File: src/rtl/spi_byte_rx.sv
// SPI receive deserializer: synchronizes sclk/mosi/ss_n into clk48, assembles bytes
// and buffers them in a small FIFO drained through a valid/ready handshake.
`timescale 1ns/1ps
module spi_byte_rx #(
  parameter int DEPTH         = 4,
  parameter bit LSB_FIRST     = 1'b1,
  parameter bit SAMPLE_RISING = 1'b0
) (
  input  logic       clk48,
  input  logic       rst,
  input  logic       spi_sclk,
  input  logic       spi_mosi,
  input  logic       spi_ss_n,
  output logic [7:0] rx_data,
  output logic       rx_valid,
  input  logic       rx_ready,
  output logic       ovf,
  input  logic       ovf_clr,
  output logic       frame_err,
  output logic       busy,
  output logic       dbg_state_o
);
  localparam int AW = $clog2(DEPTH);

  typedef enum logic {S_IDLE = 1'b0, S_SHIFT = 1'b1} state_e;

  state_e      state_q, state_d;
  logic        sclk_s1_q, sclk_s2_q, sclk_s3_q;
  logic        ss_s1_q, ss_s2_q, ss_s3_q;
  logic        mosi_s1_q, mosi_s2_q;
  logic [2:0]  bitcnt_q, bitcnt_d;
  logic [7:0]  shreg_q, shreg_d, shreg_next;
  logic        fe_q, fe_d;
  logic        ovf_q, ovf_d;
  logic [AW:0] wr_ptr_q, rd_ptr_q;
  logic [7:0]  mem_q [DEPTH];
  logic        sample_edge, ss_fall, ss_rise;
  logic        push, pop, push_ok, full, empty;

  // Handshake: a byte transfers on any clk48 rising edge where rx_valid and rx_ready are both 1.
  always_ff @(posedge clk48) begin
    if (rst) begin
      sclk_s1_q <= 1'b0;
      sclk_s2_q <= 1'b0;
      sclk_s3_q <= 1'b0;
      ss_s1_q   <= 1'b1;
      ss_s2_q   <= 1'b1;
      ss_s3_q   <= 1'b1;
      mosi_s1_q <= 1'b0;
      mosi_s2_q <= 1'b0;
    end else begin
      sclk_s1_q <= spi_sclk;
      sclk_s2_q <= sclk_s1_q;
      sclk_s3_q <= sclk_s2_q;
      ss_s1_q   <= spi_ss_n;
      ss_s2_q   <= ss_s1_q;
      ss_s3_q   <= ss_s2_q;
      mosi_s1_q <= spi_mosi;
      mosi_s2_q <= mosi_s1_q;
    end
  end

  assign sample_edge = SAMPLE_RISING ? (sclk_s2_q & ~sclk_s3_q) : (~sclk_s2_q & sclk_s3_q);
  assign ss_fall     = ~ss_s2_q & ss_s3_q;
  assign ss_rise     = ss_s2_q & ~ss_s3_q;
  assign shreg_next  = LSB_FIRST ? {mosi_s2_q, shreg_q[7:1]} : {shreg_q[6:0], mosi_s2_q};

  // An ss_n rise takes priority over a coincident sample edge.
  always_comb begin
    state_d  = state_q;
    bitcnt_d = bitcnt_q;
    shreg_d  = shreg_q;
    push     = 1'b0;
    fe_d     = 1'b0;
    case (state_q)
      S_IDLE: begin
        if (ss_fall) begin
          state_d  = S_SHIFT;
          bitcnt_d = 3'd0;
          shreg_d  = 8'd0;
        end
      end
      S_SHIFT: begin
        if (ss_rise) begin
          state_d = S_IDLE;
          fe_d    = (bitcnt_q != 3'd0);
        end else if (sample_edge) begin
          shreg_d  = shreg_next;
          bitcnt_d = bitcnt_q + 3'd1;
          push     = (bitcnt_q == 3'd7);
        end
      end
      default: state_d = S_IDLE;
    endcase
  end

  assign empty   = (wr_ptr_q == rd_ptr_q);
  assign full    = (wr_ptr_q[AW-1:0] == rd_ptr_q[AW-1:0]) && (wr_ptr_q[AW] != rd_ptr_q[AW]);
  assign pop     = ~empty & rx_ready;
  assign push_ok = push & (~full | pop);

  // A new overflow outranks a simultaneous clear.
  always_comb begin
    ovf_d = ovf_q;
    if (push && full && !pop) ovf_d = 1'b1;
    else if (ovf_clr)         ovf_d = 1'b0;
  end

  always_ff @(posedge clk48) begin
    if (rst) begin
      state_q  <= S_IDLE;
      bitcnt_q <= 3'd0;
      shreg_q  <= 8'd0;
      fe_q     <= 1'b0;
      ovf_q    <= 1'b0;
      wr_ptr_q <= '0;
      rd_ptr_q <= '0;
    end else begin
      state_q  <= state_d;
      bitcnt_q <= bitcnt_d;
      shreg_q  <= shreg_d;
      fe_q     <= fe_d;
      ovf_q    <= ovf_d;
      if (push_ok) wr_ptr_q <= wr_ptr_q + 1'b1;
      if (pop)     rd_ptr_q <= rd_ptr_q + 1'b1;
    end
  end

  always_ff @(posedge clk48) begin
    if (push_ok) mem_q[wr_ptr_q[AW-1:0]] <= shreg_next;
  end

  assign rx_valid    = ~empty;
  assign rx_data     = empty ? 8'd0 : mem_q[rd_ptr_q[AW-1:0]];
  assign ovf         = ovf_q;
  assign frame_err   = fe_q;
  assign busy        = (state_q == S_SHIFT);
  assign dbg_state_o = state_q;
endmodule

File: config.mk
export PLATFORM = sky130hd
export DESIGN_NAME = spi_byte_rx
export DESIGN_NICKNAME = d
export VERILOG_FILES = /design/src/rtl/spi_byte_rx.sv
export SDC_FILE = /design/constraint.sdc
export NUM_CORES = 1
export LEC_CHECK = 0
export CORE_MARGIN = 2
export CORE_UTILIZATION = 47
export DETAILED_ROUTE_END_ITERATION = 10
export DONT_BUFFER_PORTS = 1
export PLACE_DENSITY = 0.64
export SLEW_MARGIN = 20
export SYNTH_ARGS = -nofsm -noshare
export SYNTH_HDL_FRONTEND = slang
export SYNTH_SLANG_ARGS = --single-unit
File: constraint.sdc
create_clock -name clk48 -period 1.8 [get_ports clk48]
set_input_delay 0.45 -clock clk48 [delete_from_list [all_inputs] [get_ports clk48]]
set_output_delay 0.45 -clock clk48 [all_outputs]
set_load 0.03 [all_outputs]
Yosys cells after proc, flatten, opt, wreduce, memory -nomap -nowiden
Memories as Yosys holds them, arrays and structs flattened. A register that Yosys moved wholly into a read port is not among the register bits. Cells that the tools add are included.

Register bits after elaboration: 28. Bits in writable memories: 32. Input bits: 7. Output and inout bits: 13. Logic and storage cells: 68. Memories: 1.

Add/subtract/negate cells: 3. Equal/unequal tests: 7. Muxes and demuxes: 21. Bitwise logic cells: 13. Reductions and logical operators: 8.

Memory list: mem_q (depth 4, width 8, rd ports 1, clocked after Yosys merged registers in 1, write ports 1, line 36) `logic [7:0] mem_q [DEPTH];`.

Operator list (count): $mux 8 (4); $pmux 8 s2 (1); $add 3x1->3 const B (3); $mux 1 (9); $mux 3 (3); $not 1->1 (7); $pmux 3 s2 (1); $and 1x1->1 (5); $mux 2 (2); $ne 2x2->1 const B (2); $eq 3x3->1 (1); $eq 3x3->1 const B (1); $logic_and 1x1->1 (3); $reduce_and 3->1 (1); $reduce_bool 3->1 (1); $reduce_or 3->1 (1); $eq 2x2->1 (1); $ne 2x1->1 const B (1); $pmux 1 s2 (1); $reduce_bool 2->1 (1); $logic_not 1->1 (1); $ne 1x1->1 (1); $or 1x1->1 (1).

Logic depth before layout (Yosys ltp)
Word-level depth: 8. Mapped depth: 5. Depth with buffers taken out: 5.

Worst setup path before layout
OpenSTA, ideal clock, no wires.

Path kind: reg-to-output. Start point: reg wr_ptr_q[1]. End point: out rx_data[0]. Data arrival time: 1385 ps. Required time: 1350 ps. Setup slack: -35 ps. Stages on the path, launching flop included: 4. Buffers on the path: 0. Cell sequence: dfxtp_1 > xor2_1 > nor3_1 > and2b_1.

Longest elaborated chain between the ends: 2.

Ends and longest elaborated chain: start, declared (line 35) `logic [AW:0] wr_ptr_q, rd_ptr_q;`; start signal, assigned (line 124) `if (push_ok) wr_ptr_q <= wr_ptr_q + 1'b1;`; $eq 3x3->1 (line 97) `assign empty = (wr_ptr_q == rd_ptr_q);`; $mux 8 (line 134) `assign rx_data = empty ? 8'd0 : mem_q[rd_ptr_q[AW-1:0]];`; end, declared (line 14) `output logic [7:0] rx_data,`.

Every way passes these cells.

==> reports/results.ini <==
[yosys]
synth_edf_count=32
netlist.area_leader.share_pct=39.2
syn_inst=178
avgSynthCellArea_um2=13.8
yosysWarnings=0
syn_nets=193
synth_area_leaders=edfxtp_1 39%, dfxtp_1 24%, mux4_2 7.4%
synth_commonest_cells=32 x edfxtp_1, 29 x dfxtp_1, 13 x nor2b_1
yosysMostFrequentCell=edfxtp_1
ys_async_sr_fraction_pct=0
syn_area_um2=2450
synth_cell_types=31
ys.flop_type=edfxtp_1
ys_seq_area_share_pct=62.9
synth-seq-cells=61
yosysTopAreaCell=edfxtp_1

[critical_path]
critPathMaxFanout=8
reg2regPathDepth=7
cp-start-kind=flop
setup.worst_path.class=reg -> out
end_kind=primary output
arrival_ns=1.58
r2r_start=wr_ptr_q[0]
required_ns=1.35
rr_endpoint=mem_q[3][2]
critPathCapture=rx_data[2]
rrSetupSlack_ns=0.04

[power]
p_total_mw=2.73
ir_worst_vdd_mv=0.633
power_density_nw_per_um2=916
leakage_nw=1.09

[place]
gp_congestion=0.738
pre_cts_slack_ns=0.0324
dpl_cell_area_um2=2640
port_buffers=0
place_hpwl_um=2780
dp.cells=256

[die]
start_util_pct=48.3
die_w_um=76.2
core.rowCount=26
die_area_um2=5810
ioPinCount=20
fp.dieH_um=76.2
core_um2=5070

[clock_network]
cts_max_path_buffers=2
worst_skew_pair.late_latency_ns=0.33
clkSinkCount=61
path_clk_slew_ns=0.07
cts_buffers=9
root_buffer=clkbuf_8
htree_levels=3
cts_tree=done

[global_route]
antenna_found_initial=0
grt_pass1_wl_um=7040
grt_usage_pct=15.9
gr-total-overflow=0
grt_pass1_vias=1471
grt_max_degree=32

[drt]
firstDrtPassIters=4
wl_met3_um=183
via_count=1463
routed_wl_um=4400
drtIter0Drc=59
wl_per_cell_um=15.7
wl_met2_um=2330
wl_met1_um=1850
topRoutingLayerUsed=met4
route.detailed.drc=0
vias_per_cell=5.23
ant_nets=0

[run_status]
violations=negative setup slack
outcome=finished with violations

[timing]
min_period_ns=2.03
worst_slack_ns=-0.234
fin_skew_ns=0.0123
max-slew-margin-rel_pct=65.6
report.final.slew_viol_count=0
finalSetupViolCount=9
hold_viol=0
tightest_slew_ns=0.514
rsz0062_at_grt=true
fmax_mhz=492
post-route-period-util_pct=113

[finish]
stdcell_area_um2=2980
num-nets-final=220
area_growth_pct=21.8
post-route-util_pct=58.8
n_antenna_cell=0
layout-drive-gt1-share_pct=35.2
nFillCells=432
fin_cells=280

[worst_hold_path]
min_path_type=in -> reg

[flow_run]
maxCapViolations=0

==> sequential cells by signal (all words and copies together), names as in the netlist, named ones only <==
| signal | count |
|---|---|
| mem_q | 32 |
| shreg_q | 7 |
| bitcnt_q | 3 |
| rd_ptr_q | 3 |
| wr_ptr_q | 3 |
| busy | 1 |
| frame_err | 1 |
| mosi_s1_q | 1 |
| mosi_s2_q | 1 |
| ovf | 1 |
| sclk_s1_q | 1 |
| sclk_s2_q | 1 |
| sclk_s3_q | 1 |
| ss_s1_q | 1 |
| ss_s2_q | 1 |
| ss_s3_q | 1 |
==> report_power, final <==
part,switching [mW],internal (mW),leakage [nW]
logic,0.0213,0.0125,0.454
clock network,0.484,0.756,0.104
registers,0.00448,1.46,0.536
==> per-stage QoR <==
stage / setup TNS [ns] / hold slack [ns]
floorplan: -0.0259 / 0.389
global placement: 0 / 0.401
detailed placement: 0 / 0.412
CTS: -2.10 / 0.179
global route: -2.65 / 0.174
finish: -1.94 / 0.186
==> how the worst min path moves through the flow <==
stage	depth (start not counted)	to	slack, ns	startpoint
floorplan	1	ss_s2_q	0.39	ss_s1_q
global placement	1	ss_s2_q	0.40	ss_s1_q
detailed placement	1	ss_s2_q	0.41	ss_s1_q
CTS	1	rd_ptr_q[0]	0.18	rst
global route	1	rd_ptr_q[0]	0.17	rst
finish	1	rd_ptr_q[0]	0.19	rst
==> cell usage in the layout, fill, tap and decap left out, drive strengths merged, types with 8 or more instances in the layout <==
cell type  instances
dfxtp             29
nand2             10
nor2               9
clkbuf            15
edfxtp            32
a21oi             12
ha                 8
nand4             11
nor2b             13
mux4               8
buf               25
==> layout make-up <==
type,instances,area [um2],share of cell area [%]
tap,70,87.6,2.94
clock inverter,1,30.0,1.01
multi-input combinational,103,898,30.1
sequential,61,1550,52.1
clock buffer,15,176,5.91
timing repair buffer,25,219,7.34
inverter,5,18.8,0.629
==> per-layer routing <==
| layer | track usage (%) | vias up |
|---|---|---|
| met2 | 27.1 | 36 |
| met4 | 8.00 | 0 |
| met1 | 19.3 | 729 |
| met5 | 0 | - |
| met3 | 3.20 | 7 |
| li1 | - | 691 |
==> logic make-up after synthesis <==
logic type / Yosys count / synth area share, %
flops: 61 / 62.9
buf+inv: 14 / 2.35
compound gates: 15 / 3.63
mux: 12 / 9.40
xor+xnor: 5 / 2.09
fa+ha+maj: 8 / 4.09
simple gates: 63 / 15.5
==> worst max-delay path: stages, from the launching register on <==
cell and delay, ns:
dfxtp_2 0.34, buf_12 0.13, mux4_2 0.48, nor2b_1 0.14, buf_4 0.16
==> timing repair <==
action,in CTS,in global routing
pin swaps,1,3
setup endpoints to repair,9,41
endpoints found under the hold margin,0,0
setup buffers,2,6
cloned,1,0
resized for setup,14,15
hold buffers,0,0
(Power assumes the default switching activity.)
